`config.mk`:
```
export PLATFORM = sky130hd
export DESIGN_NAME = sprite_line_renderer
export DESIGN_NICKNAME = d
export VERILOG_FILES = /design/src/rtl/sprite_line_renderer.sv
export SDC_FILE = /design/constraint.sdc
export NUM_CORES = 1
export LEC_CHECK = 0
export CORE_UTILIZATION = 55
export CTS_CLUSTER_DIAMETER = 30
export DETAILED_ROUTE_END_ITERATION = 7
export GPL_TIMING_DRIVEN = 1
export HOLD_SLACK_MARGIN = 0.08
export PLACE_DENSITY = 0.85
export SYNTH_ARGS = -nofsm -noshare
export SYNTH_HDL_FRONTEND = slang
export SYNTH_SLANG_ARGS = --single-unit
```
`constraint.sdc`:
```
create_clock -name clk -period 5.25 [get_ports clk]
set_input_delay 0.7875 -clock clk [delete_from_list [all_inputs] [get_ports clk]]
set_output_delay 0.7875 -clock clk [all_outputs]
set_load 0.1 [all_outputs]
```
`src/rtl/sprite_line_renderer.sv`:
```
// Sprite line renderer: fetches sprite rows from the asset ROM during hblank
// into a shadow line buffer, swaps it in at end of line, emits per-pixel hits.
//
// Ports:
//   clk, reset (async, active-low)     pixel clock and reset
//   hpos, vpos, line_start             raster position, hblank start pulse
//   spr_en/x/y/charc/dir               packed per-slot sprite attributes
//   rom_charc/direction/index          ROM request (0 outside FETCH)
//   rom_data                           combinational ROM row, bit7 = leftmost, 0 = opaque
//   pixel_on, pixel_id                 registered hit and winning slot (1-cycle latency)
//   busy, overrun                      FSM not idle; sticky missed-commit flag
module sprite_line_renderer #(
    parameter int NUM_SPRITES = 4,
    parameter int ID_W        = 2,
    parameter int H_ACTIVE    = 640,
    parameter int H_TOTAL     = 800,
    parameter int V_TOTAL     = 525
) (
    input  logic                     clk,
    input  logic                     reset,
    input  logic [9:0]               hpos,
    input  logic [9:0]               vpos,
    input  logic                     line_start,
    input  logic [NUM_SPRITES-1:0]   spr_en,
    input  logic [10*NUM_SPRITES-1:0] spr_x,
    input  logic [10*NUM_SPRITES-1:0] spr_y,
    input  logic [4*NUM_SPRITES-1:0] spr_charc,
    input  logic [2*NUM_SPRITES-1:0] spr_dir,
    output logic [3:0]               rom_charc,
    output logic [1:0]               rom_direction,
    output logic [3:0]               rom_index,
    input  logic [7:0]               rom_data,
    output logic                     pixel_on,
    output logic [ID_W-1:0]          pixel_id,
    output logic                     busy,
    output logic                     overrun
);

    localparam int KW = (NUM_SPRITES > 1) ? $clog2(NUM_SPRITES) : 1;
    localparam logic [KW-1:0] K_LAST = KW'(NUM_SPRITES - 1);

    typedef enum logic [1:0] {IDLE, FETCH, READY} state_t;

    state_t        state, state_nx;
    logic [KW-1:0] k, k_nx;
    logic [9:0]    target, target_nx;
    logic [9:0]    new_target;
    logic [9:0]    dy;
    logic [9:0]    fetch_x;
    logic          fetch_valid;
    logic          shadow_we;
    logic          shadow_clr;
    logic          commit;
    logic          set_ovr;

    logic          sh_valid  [NUM_SPRITES];
    logic [7:0]    sh_row    [NUM_SPRITES];
    logic [9:0]    sh_x      [NUM_SPRITES];
    logic          act_valid [NUM_SPRITES];
    logic [7:0]    act_row   [NUM_SPRITES];
    logic [9:0]    act_x     [NUM_SPRITES];

    logic [9:0]    pdx;
    logic          any_hit;
    logic [ID_W-1:0] hit_id;

    // The fetch runs during the blanking of line N for line N+1.
    assign new_target = (vpos == 10'(V_TOTAL - 1)) ? 10'd0 : vpos + 10'd1;

    // mod-1024 difference lets sprites near y=1023 straddle line 0.
    assign dy          = target - spr_y[10*k +: 10];
    assign fetch_x     = spr_x[10*k +: 10];
    assign fetch_valid = spr_en[k] && (dy < 10'd8);
    assign busy        = (state != IDLE);

    always_comb begin
        state_nx      = state;
        k_nx          = k;
        target_nx     = target;
        rom_charc     = 4'd0;
        rom_direction = 2'd0;
        rom_index     = 4'd0;
        shadow_we     = 1'b0;
        shadow_clr    = 1'b0;
        commit        = 1'b0;
        set_ovr       = 1'b0;
        unique case (state)
            IDLE: begin
                if (line_start) begin
                    state_nx  = FETCH;
                    k_nx      = '0;
                    target_nx = new_target;
                end
            end
            FETCH: begin
                rom_charc     = spr_charc[4*k +: 4];
                rom_direction = spr_dir[2*k +: 2];
                rom_index     = {1'b0, dy[2:0]};
                if (line_start) begin
                    set_ovr    = 1'b1;
                    shadow_clr = 1'b1;
                    k_nx       = '0;
                    target_nx  = new_target;
                end else begin
                    shadow_we = 1'b1;
                    if (k == K_LAST) begin
                        state_nx = READY;
                    end else begin
                        k_nx = k + KW'(1);
                    end
                end
            end
            READY: begin
                if (line_start) begin
                    set_ovr    = 1'b1;
                    shadow_clr = 1'b1;
                    state_nx   = FETCH;
                    k_nx       = '0;
                    target_nx  = new_target;
                end else if (hpos == 10'(H_TOTAL - 1)) begin
                    commit   = 1'b1;
                    state_nx = IDLE;
                end
            end
            default: state_nx = IDLE;
        endcase
    end

    always_ff @(posedge clk or negedge reset) begin
        if (!reset) begin
            state   <= IDLE;
            k       <= '0;
            target  <= '0;
            overrun <= 1'b0;
        end else begin
            state  <= state_nx;
            k      <= k_nx;
            target <= target_nx;
            if (set_ovr) begin
                overrun <= 1'b1;
            end
        end
    end

    always_ff @(posedge clk or negedge reset) begin
        if (!reset) begin
            for (int i = 0; i < NUM_SPRITES; i++) begin
                sh_valid[i]  <= 1'b0;
                sh_row[i]    <= 8'hFF;
                sh_x[i]      <= 10'd0;
                act_valid[i] <= 1'b0;
                act_row[i]   <= 8'hFF;
                act_x[i]     <= 10'd0;
            end
        end else begin
            if (shadow_clr) begin
                for (int i = 0; i < NUM_SPRITES; i++) begin
                    sh_valid[i] <= 1'b0;
                    sh_row[i]   <= 8'hFF;
                end
            end else if (shadow_we) begin
                sh_valid[k] <= fetch_valid;
                sh_row[k]   <= fetch_valid ? rom_data : 8'hFF;
                sh_x[k]     <= fetch_x;
            end
            if (commit) begin
                for (int i = 0; i < NUM_SPRITES; i++) begin
                    act_valid[i] <= sh_valid[i];
                    act_row[i]   <= sh_row[i];
                    act_x[i]     <= sh_x[i];
                end
            end
        end
    end

    // Walk slots from highest index down so the lowest hit index wins.
    always_comb begin
        pdx     = 10'd0;
        any_hit = 1'b0;
        hit_id  = '0;
        for (int i = NUM_SPRITES - 1; i >= 0; i--) begin
            pdx = hpos - act_x[i];
            if (act_valid[i] && (pdx < 10'd8) &&
                !act_row[i][3'd7 - pdx[2:0]]) begin
                any_hit = 1'b1;
                hit_id  = ID_W'(i);
            end
        end
    end

    always_ff @(posedge clk or negedge reset) begin
        if (!reset) begin
            pixel_on <= 1'b0;
            pixel_id <= '0;
        end else begin
            pixel_on <= (hpos < 10'(H_ACTIVE)) && any_hit;
            pixel_id <= ((hpos < 10'(H_ACTIVE)) && any_hit) ? hit_id : '0;
        end
    end

endmodule

```
==> summary.txt, run 1 <==
Placed design
  • Placed Cells: 1,270
  • Port-buffer cells: around 150
  • Hpwl dp: between 15 and 20 mm
  • Final Wtd Congestion: ~0.88
  • Pre-CTS WS: 1.030 ns

Route
  • DRT Pass-1 Iters: 5
  • Antenna-violating nets left: 0
  • DRT Wirelength: 25.70 mm
  • First DRT Iteration DRCs: between 500 and 600
  • Drt drc: 0
  • Vias: 7,863
  • Drt wl/cell: 19.74 um
  • Vias per cell: roughly 6.0

CTS
  • Post-CTS repair timing setup buffer count: 0
  • Clock Sinks: 170
  • Post-CTS Hold Buffers: 0
  • Longest Clk Path Bufs: 2
  • Worst-Skew Late Latency: 0.44 ns
  • Clock root buffer: clkbuf_16
  • H-tree depth: 4
  • CTS resizes: 0
  • Total CTS buffers: 17
  • Reg clk slew, reported paths: 0.06 ns
  • CTS tree: yes

Floorplan
  • Core ar.: 0.01796 mm2
  • FP Rows: 49
  • Die H: 137.5 um
  • I/O Pins: 154
  • Die ar.: 0.01889 mm2
  • Die W: around 140 um
  • Initial Util: a little under three fifths

Timing
  • Final min period: 3.995 ns
  • Skew final: just under 0.008 ns
  • Slew @ Worst Pin: 1.029 ns
  • Hold slack: 0.4731 ns
  • RSZ-0062 raised after global routing: no
  • Final setup fails: 0
  • Crit share post-route: 76.10%
  • Max-slew violation count: 0
  • Worst setup margin: between 1 and 1.5 ns
  • Final Hold Vio Count: 0
  • Maximum clock rate: 0.2503 GHz
  • Slew HR: 31.38%
  • Final setup TNS: 0 ns

Power
  • Pwr/cell area: ~320 mW/mm2
  • Pwr Total: 4.009 mW
  • P_leak: ~5.2 nW
  • Worst VDD drop: 0.2717 mV

Yosys
  • Post-synthesis sequential element count: 170
  • Post-synth EDFFs: 0
  • Ys flop type: dfrtp_1
  • Register area share after synthesis: between 40 and 50%
  • Syn Std Cell Area: 0.01009 mm2
  • Post-synthesis net count: 1,118
  • Synth warn: 0
  • Cells after Synth: 919
  • Distinct cell type count after synthesis: 61
  • Mapped Avg Cell Area: 10.98 um2
  • Async S/R FF share, synth: 100.0%

Cells and area
  • Cell Count, Final, Fillers Out: between 1,000 and 1,500
  • Commonest non-fill, non-tap cell in the layout: clkdlybuf4s50_1
  • Most frequent cells in the layout: clkdlybuf4s50_1 (149), dfrtp_1 (105), nand2_1 (96)
  • Area grow syn2layout: 22.68%
  • Antenna diodes: 0
  • Final nets: 1,259
  • Share of cells above drive strength 1: 23.86%

Setup path
  • CP cell instances: clkdlybuf4s50_1, mux4_2, ha_1, nor2b_1, clkdlybuf4s50_1
  • Most used cell, CP: clkdlybuf4s50_1
  • Crit path DAT: 3.21 ns
  • Worst setup EP type: primary output
  • Crit path required time: 4.46 ns
  • FF-to-FF path depth: 11
  • CP peak stage delay: 1.15 ns
  • Crit start category: input port
  • Worst Setup Path Type: input port to primary output
  • CP max FO: 1
  • CP max-delay cell: clkdlybuf4s50_1

Min path
  • Min-delay worst type: flop to flop
  • Hold path cells: 1

Global route
  • Vias in the first global route: 7,693
  • Largest net degree at the start of global routing: 115
  • Tot GR Track Use: 28.03%
  • Antenna violations before repair: 0
  • GRT Residual Overflow: 0
  • Global-route wire length before repair: 39.65 mm

Job
  • Maxcap violations: 0

Outcome
  • Status: finished clean
[per-layer routing]
metal | track usage (%) | wire, um | part of all wire (%) | up-vias
met4 | 9.951 | 677 | 2.6 | 0
met2 | 45.48 | 12670 | 49 | 260
li1 | - | - | - | 3626
met3 | 5.114 | 1201 | 4.7 | 51
met1 | 37.66 | 11150 | 43 | 3926
met5 | 0 | 0 | 0 | -
[worst max-delay path: cells and delay by family]
kind                       cells  cell delay [ns]
adders and majority gates      1             0.28
muxes                          1             0.47
buffers and inverters          2             1.54
and+or+nand+nor                1             0.12
[through the flow]
| stage | instance area (um2) | utilization, % |
|---|---|---|
| after CTS | 12380 | 68.91 |
| final | 12380 | 68.91 |
| after floorplan | 10090 | - |
| after global placement | 11800 | 65.67 |
| after global routing | 12380 | 68.91 |
| after detailed placement | 11800 | 65.67 |
[power breakdown]
part,switching (mW),total (mW),internal [mW]
clock network,0.543,1.24,0.696
logic,0.737,1.24,0.500
registers,0.0842,1.53,1.45
[cell usage after synthesis, drive strengths merged, types with 3 or more instances]
library cell,number,share of area (%)
a211oi,4,0.30
a21o,5,0.37
a21oi,31,1.5
a31oi,4,0.25
and2,9,0.56
and3,4,0.25
buf,13,0.91
clkbuf,27,1.0
dfrtp,106,26
dfstp,64,17
fa,5,0.99
ha,55,6.8
inv,64,2.4
mux2,75,8.4
mux2i,7,0.69
mux4,35,7.8
nand2,96,3.6
nand2b,11,0.68
nand3,13,0.64
nand4,6,0.37
nor2,25,0.93
nor2b,10,0.62
nor3,16,0.79
nor4,5,0.31
o2111ai,4,0.35
o211ai,5,0.37
o21a,10,0.74
o21ai,69,3.4
o221ai,3,0.26
o31ai,9,0.67
o41a,32,3.6
or2,34,2.1
or3,4,0.25
xnor2,15,1.3
xor2,14,1.3
[sequential cells by signal, indices dropped and copies added (netlist names)]
signal     cells
act_row       32
act_valid      4
act_x         40
k              2
overrun        1
pixel_id       2
pixel_on       1
sh_row        32
sh_valid       4
sh_x          40
state          2
target        10
[kinds of logic (layout without fill, tap and decap cells)]
logic type,count (synthesis),in the layout,share of synthesized area (%)
XOR/XNOR,29,29,2.592
buffers and inverters,104,258,4.290
adder cells (fa/ha/maj),60,60,7.812
other,1,1,0.03716
flip-flops,170,170,42.95
multiplexers,117,117,16.88
AND/OR/NAND/NOR,246,246,12.19
AO/OA/AOI/OAI,192,192,13.25
[worst paths after layout]
kind | start | endpoint | slack (ns)
max | spr_y[30] | rom_index[0] | 1.25
min | overrun | overrun | 0.47
max reg2reg | k[1] | sh_row[6] | 1.61
min reg2reg | overrun | overrun | 0.47
max in group asynchronous | reset | sh_row[12] | 3.72
min in group asynchronous | reset | act_x[35] | 0.48
[layout make-up]
class | count | area [um2]
clock buffer | 23 | 510.5
clock inverter | 9 | 72.57
fill | 1286 | 5584
inverter | 64 | 240.2
multi-input combinational | 645 | 5329
sequential | 170 | 4335
tap | 229 | 286.5
timing repair buffer | 162 | 1605
No activity file was read; power rests on OpenSTA's default activity.
==> run 2, diff against run 1 <==
--- a/config.mk
+++ b/config.mk
@@ -5,12 +5,12 @@
 export SDC_FILE = /design/constraint.sdc
 export NUM_CORES = 1
 export LEC_CHECK = 0
-export CORE_UTILIZATION = 55
+export CORE_UTILIZATION = 50
 export CTS_CLUSTER_DIAMETER = 30
 export DETAILED_ROUTE_END_ITERATION = 7
 export GPL_TIMING_DRIVEN = 1
 export HOLD_SLACK_MARGIN = 0.08
-export PLACE_DENSITY = 0.85
+export PLACE_DENSITY = 0.82
 export SYNTH_ARGS = -nofsm -noshare
 export SYNTH_HDL_FRONTEND = slang
 export SYNTH_SLANG_ARGS = --single-unit
==> constraint.sdc (replaced) <==
create_clock -name clk -period 3.65 [get_ports clk]
set_input_delay 0.5475 -clock clk [delete_from_list [all_inputs] [get_ports clk]]
set_output_delay 0.5475 -clock clk [all_outputs]
set_load 0.1 [all_outputs]
==> run 2 against run 1 <==
Wire length is 1.9% lower. Total power is 46% higher. Clock skew shrank 0.0013 ns. Clock-buffer cell count shrank 5. Global-route usage is 2.7 points lower. Die area up 9.8%. First-iteration DRC count shrank 6.4%. Non-clock buffer count grew 11. Cell count up 3.6%.
==> summary.txt, run 2 (synthesis gave the netlist of run 1 again) <==
Setup path
  • CP cell instances: clkdlybuf4s50_1, mux4_2, ha_4, fa_2, nand2b_4, a21oi_2, o21a_1, nor2_1, xnor2_1, or4_1, buf_12, o41a_1
  • Crit path DAT: 3.73 ns
  • CP peak stage delay: 0.52 ns
  • CP max-delay cell: or4_1
  • Worst setup EP type: flop
  • Crit start category: input port
  • CP max FO: 36
  • Crit path required time: 4.01 ns
  • Worst Setup Path Type: input port to flop

Timing
  • Maximum clock rate: 0.2966 GHz
  • RSZ-0062 raised after global routing: no
  • Max-slew violation count: 0
  • Final min period: 3.372 ns
  • Slew HR: between 30% and 40%
  • Slew @ Worst Pin: a little under 1 ns
  • Final Hold Vio Count: 0
  • Skew final: 0.006435 ns
  • Final setup fails: 0
  • Crit share post-route: 92.38%
  • Final setup TNS: 0 ns

Floorplan
  • Die ar.: around 0.021 mm2
  • Initial Util: 51.34%
  • Core ar.: between 0.015 and 0.02 mm2
  • Die H: 144.1 um
  • I/O Pins: between 150 and 200
  • Die W: around 140 um
  • FP Rows: 51

Global route
  • GRT Residual Overflow: 0
  • Tot GR Track Use: between 20% and 30%
  • Largest net degree at the start of global routing: 109
  • Antenna violations before repair: 0
  • Vias in the first global route: 7,779
  • Global-route wire length before repair: 39.76 mm

Route
  • DRT Pass-1 Iters: 6
  • Drt drc: 0
  • Vias: 7,880
  • DRT Wirelength: between 20 and 30 mm
  • First DRT Iteration DRCs: around 530
  • Vias per cell: 5.841
  • Drt wl/cell: 18.68 um
  • Antenna-violating nets left: 0

CTS
  • Post-CTS Hold Buffers: 0
  • Clock root buffer: clkbuf_16
  • CTS resizes: 0
  • Reg clk slew, reported paths: approximately 0.07 ns
  • Longest Clk Path Bufs: 2
  • CTS tree: yes
  • Post-CTS repair timing setup buffer count: 0
  • H-tree depth: 4
  • Worst-Skew Late Latency: 0.44 ns
  • Total CTS buffers: 17
  • Clock Sinks: 170

Cells and area
  • Antenna diodes: 0
  • Filler cells: around 1,500
  • Commonest non-fill, non-tap cell in the layout: clkdlybuf4s50_1
  • Biggest regs: act_x (40), sh_x (40)
  • Layout Utilization: 64.01%
  • Area grow syn2layout: 24.67%
  • Final nets: 1,270
  • Share of cells above drive strength 1: 26.01%
  • Most frequent cells in the layout: clkdlybuf4s50_1 (141), dfrtp_1 (105), nand2_1 (96)

Power
  • Pwr/cell area: 464.0 mW/mm2
  • P_leak: 5.326 nW
  • Worst VDD drop: 0.3184 mV

Placed design
  • Port-buffer cells: 152
  • Final Wtd Congestion: between 0.9 and 1
  • Hpwl dp: 18.57 mm

Outcome
  • Status: finished clean

Job
  • Maxcap violations: 0

Min path
  • Min-delay worst type: input port to async pin
## run 2: metrics by stage
step           cell area [um2]  setup WS, ns  instances  hold WS (ns)  power [mW]
6_report                 12580        0.2780       1349        0.1500       5.837
5_1_grt                  12580        0.1326       1349        0.2270       6.083
4_1_cts                  12580        0.2960       1349        0.1965       5.865
3_5_place_dp             12010       -0.1600       1317        0.4540       4.096
3_3_place_gp             12010       -0.1427       1317        0.4507       4.048
2_1_floorplan            10160      -0.03197        919        0.2519       3.515
## run 2: worst paths after layout
path	cells past startpoint	to	start	slack, ns
max	12	sh_row[30]	spr_y[0]	0.28
min reg2reg	2	sh_x[9]	sh_x[9]	0.47
max in group asynchronous	2	act_x[19]	reset	2.68
min in group clk	2	sh_x[9]	sh_x[9]	0.47
max reg2reg	11	sh_row[30]	k[0]	0.32
min	1	sh_x[2]	reset	0.15
## run 2: layout make-up
type,count,area (um2),area share [%]
Inverter,64,240.2,1.909
Tap cell,265,331.6,2.636
Multi-Input combinational cell,645,5358,42.59
Timing Repair Buffer,173,1743,13.85
Clock inverter,14,122.6,0.9746
Sequential cell,170,4335,34.46
Clock buffer,18,450.4,3.580
## run 2: report_power, final
part           internal, mW  switching (mW)  total, mW  leakage [nW]
clock                 0.941           0.831       1.77         0.285
combinational         0.791            1.08       1.87          3.13
sequential             2.08           0.114       2.20          1.91
## run 2: critical path, delay by kind of cell
family	cells	cell delay, ns
buffers and inverters	2	0.62
adders and majority gates	2	0.54
AOI/OAI and AO/OA	3	0.65
and+or+nand+nor	3	0.74
xor gates and xnor gates	1	0.11
muxes	1	0.50
## run 2: per-layer routing
layer / global-route usage [%] / share of wire (%)
met4: 9.183 / 2.4
met5: 0 / 0
met3: 4.603 / 5.9
met1: 32.63 / 42
met2: 42.79 / 50
